## config.mk

```make
export PLATFORM = sky130hd
export DESIGN_NAME = if_stage_fetch_ctrl_flat
export DESIGN_NICKNAME = d
export VERILOG_FILES = /design/src/rtl/if_stage_fetch_ctrl_if.sv /design/src/rtl/if_stage_fetch_ctrl.sv /design/src/flat_wrapper.sv
export SDC_FILE = /design/constraint.sdc
export NUM_CORES = 1
export LEC_CHECK = 0
export CORE_MARGIN = 8
export CORE_UTILIZATION = 43
export CTS_CLUSTER_DIAMETER = 60
export DETAILED_ROUTE_END_ITERATION = 16
export GPL_TIMING_DRIVEN = 0
export HOLD_SLACK_MARGIN = 0.12
export PLACE_DENSITY = 0.77
export SETUP_SLACK_MARGIN = 0.1
export SYNTH_ARGS = -nofsm -noshare
export SYNTH_HDL_FRONTEND = slang
export SYNTH_SLANG_ARGS = --single-unit
```

## constraint.sdc

```tcl
create_clock -name clk -period 1.89 [get_ports clk]
set_clock_uncertainty 0.15 [all_clocks]
set_input_delay 0.378 -clock clk [delete_from_list [all_inputs] [get_ports clk]]
set_output_delay 0.378 -clock clk [all_outputs]
set_load 0.01 [all_outputs]
```

## src/rtl/if_stage_fetch_ctrl_if.sv

```systemverilog
// Bus between the fetch controller and its surroundings: hazard-unit stall
// controls, ID-stage redirect, instruction memory, and the IF/ID register.
interface if_stage_fetch_ctrl_if;
  // redirect_valid is a one-cycle pulse that is always accepted: there is no
  // back-pressure, so a redirect that cannot be taken at once is held inside the
  // block. imem_ready=1 qualifies imem_rdata in that same cycle. imem_ready=0 is
  // a wait state, and fetch_stall reports it back to the pipeline.
  logic        PCWrite;
  logic        IF_IDWrite;
  logic        redirect_valid;
  logic [31:0] redirect_target;
  logic [31:0] imem_addr;
  logic [31:0] imem_rdata;
  logic        imem_ready;
  logic [31:0] IF_ID_pc;
  logic [31:0] IF_ID_instr;
  logic        IF_ID_valid;
  logic        fetch_stall;
  logic [31:0] fetch_count;
  logic [31:0] stall_count;
  logic        dbgState;
  logic [31:0] dbgPendTarget;

  modport master (
    output PCWrite, IF_IDWrite, redirect_valid, redirect_target, imem_rdata, imem_ready,
    input  imem_addr, IF_ID_pc, IF_ID_instr, IF_ID_valid, fetch_stall,
           fetch_count, stall_count, dbgState, dbgPendTarget
  );

  modport slave (
    input  PCWrite, IF_IDWrite, redirect_valid, redirect_target, imem_rdata, imem_ready,
    output imem_addr, IF_ID_pc, IF_ID_instr, IF_ID_valid, fetch_stall,
           fetch_count, stall_count, dbgState, dbgPendTarget
  );
endinterface

```

## src/rtl/if_stage_fetch_ctrl.sv

```systemverilog
// RV32i fetch stage: PC register with a held-redirect FSM, the IF/ID pipeline
// register, and fetch/stall event counters.
module if_stage_fetch_ctrl #(
  parameter logic [31:0] RESET_PC  = 32'h0000_0000,
  parameter logic [31:0] NOP_INSTR = 32'h0000_0013
) (
  input logic clk,
  input logic reset_n,
  if_stage_fetch_ctrl_if.slave bus
);

  typedef enum logic {RUN = 1'b0, PEND = 1'b1} fetchState_t;

  fetchState_t state, stateNext;
  logic [31:0] pc, pcNext;
  logic [31:0] pendTarget, pendTargetNext;
  logic [31:0] ifIdPc, ifIdPcNext;
  logic [31:0] ifIdInstr, ifIdInstrNext;
  logic        ifIdValid, ifIdValidNext;
  logic [31:0] fetchCount, stallCount;
  logic        pendValid, pcAdv, redir, loadValid;
  logic [31:0] newTarget, tgt;

  assign pendValid = (state == PEND);
  assign pcAdv     = bus.PCWrite & bus.imem_ready;
  assign redir     = bus.redirect_valid | pendValid;
  assign newTarget = {bus.redirect_target[31:2], 2'b00};
  // A fresh redirect always wins over an older held one.
  assign tgt       = bus.redirect_valid ? newTarget : pendTarget;
  assign loadValid = bus.IF_IDWrite & ~redir & bus.imem_ready;

  always_ff @(posedge clk) begin
    if (!reset_n) begin
      state      <= RUN;
      pc         <= RESET_PC;
      pendTarget <= 32'h0;
    end else begin
      state      <= stateNext;
      pc         <= pcNext;
      pendTarget <= pendTargetNext;
    end
  end

  always_comb begin
    stateNext      = state;
    pcNext         = pc;
    pendTargetNext = pendTarget;
    case (state)
      RUN: begin
        if (bus.redirect_valid) begin
          if (pcAdv) begin
            pcNext = newTarget;
          end else begin
            pendTargetNext = newTarget;
            stateNext      = PEND;
          end
        end else if (pcAdv) begin
          pcNext = pc + 32'd4;
        end
      end
      PEND: begin
        if (pcAdv) begin
          pcNext    = tgt;
          stateNext = RUN;
        end else if (bus.redirect_valid) begin
          pendTargetNext = newTarget;
        end
      end
      default: stateNext = RUN;
    endcase
  end

  // Any redirect in flight squashes the wrong-path word. A bubble keeps the
  // current PC so that IF_ID_pc stays meaningful.
  always_comb begin
    ifIdPcNext    = ifIdPc;
    ifIdInstrNext = ifIdInstr;
    ifIdValidNext = ifIdValid;
    if (bus.IF_IDWrite) begin
      ifIdPcNext = pc;
      if (loadValid) begin
        ifIdInstrNext = bus.imem_rdata;
        ifIdValidNext = 1'b1;
      end else begin
        ifIdInstrNext = NOP_INSTR;
        ifIdValidNext = 1'b0;
      end
    end
  end

  always_ff @(posedge clk) begin
    if (!reset_n) begin
      ifIdPc     <= 32'h0;
      ifIdInstr  <= NOP_INSTR;
      ifIdValid  <= 1'b0;
      fetchCount <= 32'h0;
      stallCount <= 32'h0;
    end else begin
      ifIdPc    <= ifIdPcNext;
      ifIdInstr <= ifIdInstrNext;
      ifIdValid <= ifIdValidNext;
      if (loadValid) fetchCount <= fetchCount + 32'd1;
      if (!pcAdv)    stallCount <= stallCount + 32'd1;
    end
  end

  assign bus.imem_addr     = pc;
  assign bus.IF_ID_pc      = ifIdPc;
  assign bus.IF_ID_instr   = ifIdInstr;
  assign bus.IF_ID_valid   = ifIdValid;
  assign bus.fetch_stall   = ~bus.imem_ready;
  assign bus.fetch_count   = fetchCount;
  assign bus.stall_count   = stallCount;
  assign bus.dbgState      = pendValid;
  assign bus.dbgPendTarget = pendTarget;

endmodule

```

## src/flat_wrapper.sv

```systemverilog
// flat-port wrapper written by rule: the top's interface ports become plain ports
module if_stage_fetch_ctrl_flat 
#(
  parameter logic [31:0] RESET_PC  = 32'h0000_0000,
  parameter logic [31:0] NOP_INSTR = 32'h0000_0013
)
  (clk, reset_n, bus_PCWrite, bus_IF_IDWrite, bus_redirect_valid, bus_redirect_target, bus_imem_rdata, bus_imem_ready, bus_imem_addr, bus_IF_ID_pc, bus_IF_ID_instr, bus_IF_ID_valid, bus_fetch_stall, bus_fetch_count, bus_stall_count, bus_dbgState, bus_dbgPendTarget);
  if_stage_fetch_ctrl_if bus_i ();
  input logic clk;
  input logic reset_n;
  input wire logic [$bits(bus_i.PCWrite)-1:0] bus_PCWrite;
  input wire logic [$bits(bus_i.IF_IDWrite)-1:0] bus_IF_IDWrite;
  input wire logic [$bits(bus_i.redirect_valid)-1:0] bus_redirect_valid;
  input wire logic [$bits(bus_i.redirect_target)-1:0] bus_redirect_target;
  input wire logic [$bits(bus_i.imem_rdata)-1:0] bus_imem_rdata;
  input wire logic [$bits(bus_i.imem_ready)-1:0] bus_imem_ready;
  output wire logic [$bits(bus_i.imem_addr)-1:0] bus_imem_addr;
  output wire logic [$bits(bus_i.IF_ID_pc)-1:0] bus_IF_ID_pc;
  output wire logic [$bits(bus_i.IF_ID_instr)-1:0] bus_IF_ID_instr;
  output wire logic [$bits(bus_i.IF_ID_valid)-1:0] bus_IF_ID_valid;
  output wire logic [$bits(bus_i.fetch_stall)-1:0] bus_fetch_stall;
  output wire logic [$bits(bus_i.fetch_count)-1:0] bus_fetch_count;
  output wire logic [$bits(bus_i.stall_count)-1:0] bus_stall_count;
  output wire logic [$bits(bus_i.dbgState)-1:0] bus_dbgState;
  output wire logic [$bits(bus_i.dbgPendTarget)-1:0] bus_dbgPendTarget;
  assign bus_i.PCWrite = bus_PCWrite;
  assign bus_i.IF_IDWrite = bus_IF_IDWrite;
  assign bus_i.redirect_valid = bus_redirect_valid;
  assign bus_i.redirect_target = bus_redirect_target;
  assign bus_i.imem_rdata = bus_imem_rdata;
  assign bus_i.imem_ready = bus_imem_ready;
  assign bus_imem_addr = bus_i.imem_addr;
  assign bus_IF_ID_pc = bus_i.IF_ID_pc;
  assign bus_IF_ID_instr = bus_i.IF_ID_instr;
  assign bus_IF_ID_valid = bus_i.IF_ID_valid;
  assign bus_fetch_stall = bus_i.fetch_stall;
  assign bus_fetch_count = bus_i.fetch_count;
  assign bus_stall_count = bus_i.stall_count;
  assign bus_dbgState = bus_i.dbgState;
  assign bus_dbgPendTarget = bus_i.dbgPendTarget;
  if_stage_fetch_ctrl #(.RESET_PC(RESET_PC), .NOP_INSTR(NOP_INSTR)) u_core (.clk(clk), .reset_n(reset_n), .bus(bus_i));
endmodule
```

* After elaboration in Yosys (flattened, before gate mapping)
Index checks and enable logic that the tools add are counted.
** Cells by class
- Muxes and demuxes :: 15
- Equal/unequal tests :: 5
- Reductions and logical operators :: 2
- Bitwise operators :: 7
- Add/sub/neg operators :: 3
** Operators by type and width (number)
- two-way mux 32 bit :: 9
- case mux 32 bit (2 select lines) :: 2
- adder 32 x 1 -> 32 bit, second input constant :: 2
- adder 32 x 3 -> 32 bit, second input constant :: 1
- inequality test 2 bit, second input constant :: 4
- AND 1 bit :: 3
- two-way mux 1 bit :: 3
- inverter 1 bit :: 3
- AND reduction 3 bit :: 1
- inequality test 2 x 1 -> 1 bit, second input constant :: 1
- case mux 1 bit (2 select lines) :: 1
- AND reduction 2 bit :: 1
- OR 1 bit :: 1
** Word-level totals
- Flip-flop bits (word level) :: 194

* Depth between registers and ports, before layout
Gate-level depths: netlist of run 1.
- Depth in word-level cells :: 5
- Depth in mapped cells :: 7
- Depth with buffers taken out :: 6

* Worst setup path before layout of run 1
No wires, ideal clock.
- Kind :: register to register
- Start point :: register u_core.pc[2] (netlist: u_core.bus.imem_addr[2])
- End point :: register u_core.pc[26] (netlist: u_core.bus.imem_addr[26])
- Cell stages (with the launch flop) :: 7
- Required time :: 1.605 ns
- Setup time :: 0.135 ns
- Buffers on the path :: 0
- Arrival :: 1.693 ns
- Setup slack :: -0.088 ns
- Path through :: dfxtp_1 > ha_1 > and4_1 > nand2_1 > nor4_1 > mux2i_1 > o22ai_1
** Between the ends
- Cells in the longest elaborated chain, start to end :: 4
** Ends and longest elaborated chain
- from (decl) :: line if_stage_fetch_ctrl.sv:15 : logic [31:0] pc, pcNext;
- from (signal assigned) :: line if_stage_fetch_ctrl.sv:39 : pc <= pcNext;
- adder 32 x 3 -> 32 bit :: line if_stage_fetch_ctrl.sv:58 : pcNext = pc + 32'd4;
- two-way mux 32 bit :: line if_stage_fetch_ctrl.sv:57 : end else if (pcAdv) begin
- two-way mux 32 bit :: line if_stage_fetch_ctrl.sv:50 : if (bus.redirect_valid) begin
- case mux 32 bit (2 select lines) :: line if_stage_fetch_ctrl.sv:48 : case (state)
Every way passes these cells. The select of a mux whose other input is x is not followed.
A chain may end at the register's enable or synchronous reset.

* Worst setup path after layout of run 1
- Start point :: register u_core.pc[14] (netlist: u_core.bus.imem_addr[14])
- End point :: register u_core.pc[15] (netlist: u_core.bus.imem_addr[15])
The elaborated chain is that of the path after synthesis.

==> run metrics, run 1 <==
Detail Placement HPWL=23.1 mm; class of the worst hold path=in2reg; Die Area=25100 µm²; asr flop ratio synth=0%; slew at the pin with the worst max-slew slack=0.816 ns; total number of yosys warnings=0; number of iterations in the first detailed-routing pass=6; leakage=6.12 nW; period utilization=114%; net count after synthesis=1133; # DRC=0; maximum frequency from static timing analysis=0.464 GHz; final standard cell utilization of the core=67.7%; Synth cell types=64; first-pass GRT wire length=50.1 mm; Total GRT Usage=25.5%; Fin. Hold Viols=0; gate count after technology mapping=1060; clk root buf=sky130_fd_sc_hd__clkbuf_16; Final #Nets=1486; die height=159 µm; # H-tree levels=4; number of buffers added by the clock tree synthesis step=17; wire length per cell after detailed routing=20.8 µm; IO Count=265; Syn Area/Cell=8.24 µm²; sequential area share after synthesis=44.5%; antenna violations before repair=0; worst-skew pair later-pin latency=0.44 ns; Bufs on Longest Clock Path=2; Floorplan Core Area=20100 µm²; Starting Density=43.4%; Total Power=9.29 mW; total routed wirelength=35.2 mm; sum of negative setup slack=-0.267 ns; share of cells above drive strength 1=22.5%; number of setup violations in the final report=1; dpl ws=-1.18 ns; Worst setup SP type=register; growth of design area from synthesis to finish=55.8%; antenna viol nets, final=0; GRT Residual Overflow=0; Placed Cells=1591; area taken by multi-input logic gates=5040 µm²; number of port buffers=261; Post-synth top flop=sky130_fd_sc_hd__dfxtp_1; power density over the cells=683 nW/µm²; cell type with the highest aggregate area in the netlist=sky130_fd_sc_hd__dfxtp_1; maxcap violations=0; flip-flop and latch area=4040 µm²; post-synthesis instance area=8730 µm²; critical path type=reg2reg; final worst setup slack=-0.267 ns; First DRT Iteration DRCs=942; via density per instance=5.67; Peak supply drop=0.000638 V; clock tree from TritonCTS=yes; top cells by count, synth=sky130_fd_sc_hd__dfxtp_1 (194), sky130_fd_sc_hd__nor2_1 (149), sky130_fd_sc_hd__nand2_1 (140); CP Data Required Time=2.10 ns; Die Width=159 µm; number of enable flip-flop cells after synthesis=0; clock transition at the registers of the reported paths=0.07 ns; Layout fillers=1570; Worst setup EP type=register; TritonCTS Sinks=194; violated checks=setup timing; Tmin final=2.16 ns; RSZ-0062 raised after global routing=true; count of non-filler cells in the finished layout=1695; total count of max-transition violations in the final report=0; overall via count from detail_route=9609; maximum number of pins on one net before global-route repair=17; final hold slack=0.304 ns; headroom to the max-slew limit=44.2%; area share of the leading cell type in the synthesized netlist=44.5%; vias in the first global route=8943; top cells by area, synth=sky130_fd_sc_hd__dfxtp_1 (44%), sky130_fd_sc_hd__nor2_1 (6.4%), sky130_fd_sc_hd__nand2_1 (6.0%), sky130_fd_sc_hd__a21oi_1 (5.7%), sky130_fd_sc_hd__xnor2_1 (4.5%); worst path arrival time=2.37 ns; most common cell in the netlist=sky130_fd_sc_hd__dfxtp_1; Post-Place Cell Area=11800 µm²; standard-cell row count=52; Finished Cell Area=13600 µm²; result of the run=complete, but fails checks; Register-to-Register Setup Slack=-0.27 ns; largest fanout on the critical path=6; number of buffers inserted by hold repair at cts=0; number of register bits inferred by synthesis=194; weighted congestion at the end of routability-driven global placement=0.922
[final timing paths]
kind,startpoint,endpoint,depth (start not counted)
setup / recovery,u_core.bus.imem_addr[14],u_core.bus.imem_addr[15],7
hold / removal,reset_n,u_core.bus.fetch_count[31],3
setup reg to reg,u_core.bus.imem_addr[14],u_core.bus.imem_addr[15],7
hold reg to reg,u_core.bus.IF_ID_valid,u_core.bus.IF_ID_valid,2
[layout make-up]
class	instances	share of cell area (%)
Multi-Input combinational cell	774	37.0
Sequential cell	194	29.7
Timing Repair Buffer	334	22.0
Buffer	68	3.55
Clock buffer	19	3.26
Tap cell	270	2.48
Clock inverter	11	1.29
Inverter	24	0.662
Antenna cell	1	0.0184
[worst max-delay path, stage by stage, from the launching register on]
cell,delay (ns)
sky130_fd_sc_hd__dfxtp_4,0.35
sky130_fd_sc_hd__and3_4,0.18
sky130_fd_sc_hd__buf_8,0.13
sky130_fd_sc_hd__nand4_4,0.11
sky130_fd_sc_hd__buf_6,0.12
sky130_fd_sc_hd__nor3b_2,0.03
sky130_fd_sc_hd__a2111oi_0,0.65
sky130_fd_sc_hd__o221a_2,0.35
[kinds of logic after synthesis]
family | count (synthesis) | synth area share (%)
simple gates | 475 | 27.0
compound gates | 199 | 13.5
flops | 194 | 44.5
buf+inv | 94 | 4.48
xor+xnor | 56 | 5.62
mux | 39 | 4.47
fa+ha+maj | 3 | 0.430
[layer usage]
layer	vias to the layer above	part of all wire [%]	wire length (µm)	GRT usage, %
li1	4367	-	-	-
met5	-	0	0	1.08
met1	4435	39	13600	31.0
met3	143	11	3900	7.14
met4	0	4.6	1630	11.8
met2	664	46	16100	41.1
[sequential cells by signal, indices dropped and copies added (netlist names)]
register and flops:
u_core.bus.dbgState 1, u_core.bus.fetch_count 32, u_core.bus.dbgPendTarget 32, u_core.bus.imem_addr 32
u_core.bus.IF_ID_pc 32, u_core.bus.IF_ID_instr 32, u_core.bus.IF_ID_valid 1, u_core.bus.stall_count 32
[repair_timing]
action | in CTS | in global routing
cloned | 3 | 2
gates resized for setup | 392 | 113
pin swaps | 45 | 43
setup buffers | 23 | 47
endpoints found under the setup margin | 383 | 140
[cells in the final DEF, fill, tap and decap left out, types with 11 or more instances in the layout]
cell type	instances
sky130_fd_sc_hd__dlygate4sd2_1	193
sky130_fd_sc_hd__nand2_1	137
sky130_fd_sc_hd__inv_1	24
sky130_fd_sc_hd__nor2b_1	30
sky130_fd_sc_hd__xor2_1	11
sky130_fd_sc_hd__clkbuf_2	22
sky130_fd_sc_hd__o21ai_0	36
sky130_fd_sc_hd__nand4_1	14
sky130_fd_sc_hd__nand3_1	28
sky130_fd_sc_hd__mux2i_1	39
sky130_fd_sc_hd__dfxtp_2	43
sky130_fd_sc_hd__dfxtp_1	125
sky130_fd_sc_hd__xnor2_1	43
sky130_fd_sc_hd__buf_4	67
sky130_fd_sc_hd__nor2_1	143
sky130_fd_sc_hd__buf_6	18
sky130_fd_sc_hd__nor3_2	17
sky130_fd_sc_hd__a21oi_1	99
sky130_fd_sc_hd__clkbuf_1	15
sky130_fd_sc_hd__nor4_4	16
sky130_fd_sc_hd__dfxtp_4	26
sky130_fd_sc_hd__clkdlybuf4s50_1	63
sky130_fd_sc_hd__clkbuf_16	17
[report_power, final]
group	leakage (nW)	internal [mW]	switching, mW
registers	1.61	4.17	0.117
logic	4.21	0.481	0.620
clock network	0.296	2.25	1.65
total	6.12	6.91	2.39
Note: power is estimated with default switching activity, not from simulation.
==> inputs of run 2 (changes only) <==
SLEW_MARGIN = 20   (was default)
==> run 2 against run 1 <==
The run still ends with setup timing left. Via count shrank 0.88%. Wire length down 2.0%. Largest power group unchanged. Critical path type unchanged. Highest routed layer unchanged. Global-route usage shrank 0.50 points. Clock-buffer cell count stayed put.
==> run metrics, run 2 (synthesized netlist as in run 1, its figures left out) <==
result of the run=complete, but fails checks (unchanged); violated checks=setup timing (unchanged); Worst setup SP type=register (unchanged); growth of design area from synthesis to finish=55.7% (was 55.8%); clock transition at the registers of the reported paths=0.07 ns (about the same); class of the worst hold path=reg2reg (was in2reg); Die Width=159 µm (unchanged); worst path arrival time=2.09 ns (was 2.37 ns); worst-skew pair later-pin latency=0.43 ns (was 0.44 ns); Floorplan Core Area=20100 µm² (unchanged); CP Data Required Time=2.04 ns (was 2.10 ns); relative contribution of sequential cells to total power=46.3% (was 46.2%); largest fanout on the critical path=7 (was 6); Bufs on Longest Clock Path=2 (unchanged); portion of total power attributed to the clock network=41.8% (was 42.0%); library cell contributing the largest single delay on the critical path=sky130_fd_sc_hd__or3_4 (was sky130_fd_sc_hd__a2111oi_0); total count of max-transition violations in the final report=0 (unchanged); Starting Density=43.4% (unchanged); power density over the cells=682 nW/µm² (was 683 nW/µm²); number of setup violations in the final report=3 (was 1); maximum number of pins on one net before global-route repair=17 (unchanged); slew at the pin with the worst max-slew slack=0.796 ns (was 0.816 ns); switching share of total power=25.5% (was 25.7%); Die Area=25100 µm² (unchanged); final standard cell utilization of the core=67.6% (was 67.7%); clock tree from TritonCTS=yes (unchanged); overall via count from detail_route=9524 (was 9609); # H-tree levels=4 (unchanged); via density per instance=5.65 (was 5.67); maximum frequency from static timing analysis=0.517 GHz (was 0.464 GHz); number of port buffers=261 (unchanged); clk root buf=sky130_fd_sc_hd__clkbuf_16 (unchanged); First DRT Iteration DRCs=966 (was 942); standard-cell row count=52 (unchanged); vias in the first global route=8776 (was 8943); first-pass GRT wire length=49.2 mm (was 50.1 mm); antenna viol nets, final=0 (unchanged); number of iterations in the first detailed-routing pass=7 (was 6); IO Count=265 (unchanged); GRT Residual Overflow=0 (unchanged); Peak supply drop=0.000600 V (was 0.000638 V); commonest cells after routing, fill and taps aside=sky130_fd_sc_hd__dlygate4sd2_1 (196), sky130_fd_sc_hd__nor2_1 (144), sky130_fd_sc_hd__nand2_1 (139) (was sky130_fd_sc_hd__dlygate4sd2_1 (193), sky130_fd_sc_hd__nor2_1 (143), sky130_fd_sc_hd__nand2_1 (137)); RSZ-0062 raised after global routing=true (unchanged); dpl ws=-1.01 ns (was -1.18 ns); Total GRT Usage=25.0% (was 25.5%); critical path type=reg2reg (unchanged); number of buffers inserted by hold repair at cts=0 (unchanged); cell breakdown of the critical path=buf_6 > and4_4 > nand4_1 > or3_4 > a211oi_2 > nor3_1 (was and3_4 > buf_8 > nand4_4 > buf_6 > nor3b_2 > a2111oi_0 > o221a_2); sum of negative setup slack=-0.0866 ns (was -0.267 ns); relative contribution of combinational cells to total power=11.9% (was 11.8%); most common cell after layout, fill and taps aside=sky130_fd_sc_hd__dlygate4sd2_1 (unchanged); die height=159 µm (unchanged); maxcap violations=0 (unchanged); Final #Nets=1476 (was 1486); Int Pwr=6.91 mW (about the same); Finished Cell Area=13600 µm² (about the same); # DRC=0 (unchanged); Post-Place Cell Area=11800 µm² (about the same); period utilization=102% (was 114%); number of buffers added by the clock tree synthesis step=17 (unchanged); total routed wirelength=34.5 mm (was 35.2 mm); Register-to-Register Setup Slack=-0.04 ns (was -0.27 ns); headroom to the max-slew limit=46.9% (was 44.2%); antenna violations before repair=0 (unchanged); Fin. Hold Viols=0 (unchanged); share of cells above drive strength 1=22.4% (was 22.5%); Tmin final=1.93 ns (was 2.16 ns); leakage=6.08 nW (was 6.12 nW); Worst setup EP type=register (unchanged); final hold slack=0.319 ns (was 0.304 ns); final worst setup slack=-0.0431 ns (was -0.267 ns); wire length per cell after detailed routing=20.5 µm (was 20.8 µm); Layout fillers=1566 (was 1570); Detail Placement HPWL=23.1 mm (about the same); switching power summed over all nets=2.36 mW (was 2.39 mW); weighted congestion at the end of routability-driven global placement=0.922 (unchanged); peak per-stage delay on the critical path=0.39 ns (was 0.65 ns); TritonCTS Sinks=194 (unchanged)
## run 2: cell types whose count changed in the layout (fill, tap and decap cells not counted), sizes merged
cell	before	now
clkdlybuf4s15	2	0
dlygate4sd2	193	196
buf	98	86
clkbuf	64	67
or2	4	3
nand4	18	17
## run 2: layout make-up
| cell class | count | area (µm²) | share of cell area [%] |
|---|---|---|---|
| timing repair buffer | 326 | 2950 | 21.7 |
| clock buffer | 19 | 443 | 3.26 |
| tap | 270 | 338 | 2.49 |
| buffer | 68 | 475 | 3.50 |
| clock inverter | 11 | 175 | 1.29 |
| inverter | 24 | 90.1 | 0.663 |
| sequential | 194 | 4030 | 29.6 |
| multi-input combinational | 772 | 5090 | 37.4 |
| antenna | 1 | 2.50 | 0.0184 |
## run 2: power groups by stage
| stage | clock network [mW] | logic [mW] | registers, mW |
|---|---|---|---|
| 6_report | 3.88 | 1.10 | 4.29 |
| 5_1_grt | 4.10 | 1.17 | 4.30 |
| 4_1_cts | 3.93 | 1.00 | 4.30 |
| 3_5_place_dp | 0 | 1.02 | 4.41 |
| 3_3_place_gp | 0 | 1.01 | 4.41 |
| 2_1_floorplan | 0 | 0.420 | 4.42 |
## run 2: worst paths after layout
path,startpoint,to,cells past startpoint
max,u_core.bus.imem_addr[7],u_core.bus.imem_addr[25],6
min,u_core.bus.dbgPendTarget[25],u_core.bus.dbgPendTarget[25],2
max reg2reg,u_core.bus.imem_addr[7],u_core.bus.imem_addr[25],6
min reg2reg,u_core.bus.dbgPendTarget[25],u_core.bus.dbgPendTarget[25],2
## run 2: critical path, delay by kind of cell (launching register included)
kind            cells  cell delay, ns
simple gates        4            0.94
flops               1            0.34
compound gates      1            0.26
buf+inv             1            0.12
## run 2: stage by stage
step | cells | power (mW)
2_1_floorplan | 1060 | 4.84
3_5_place_dp | 1591 | 5.43
5_1_grt | 1684 | 9.57
3_3_place_gp | 1591 | 5.42
4_1_cts | 1645 | 9.24
6_report | 1685 | 9.27
## run 2: timing repair
action	4_1_cts	5_1_grt
hold endpoints to repair	0	0
gates cloned	2	1
setup buffers	23	39
pin swaps	34	51
gates resized for setup	385	123
endpoints found under the setup margin	382	107
## run 2: routing by layer
layer	vias to the layer above	share of wire, %	global-route usage (%)
met5	-	0	0
met4	0	4.2	10.7
met3	136	11	7.17
met2	633	46	41.3
met1	4410	38	29.8
li1	4345	-	-
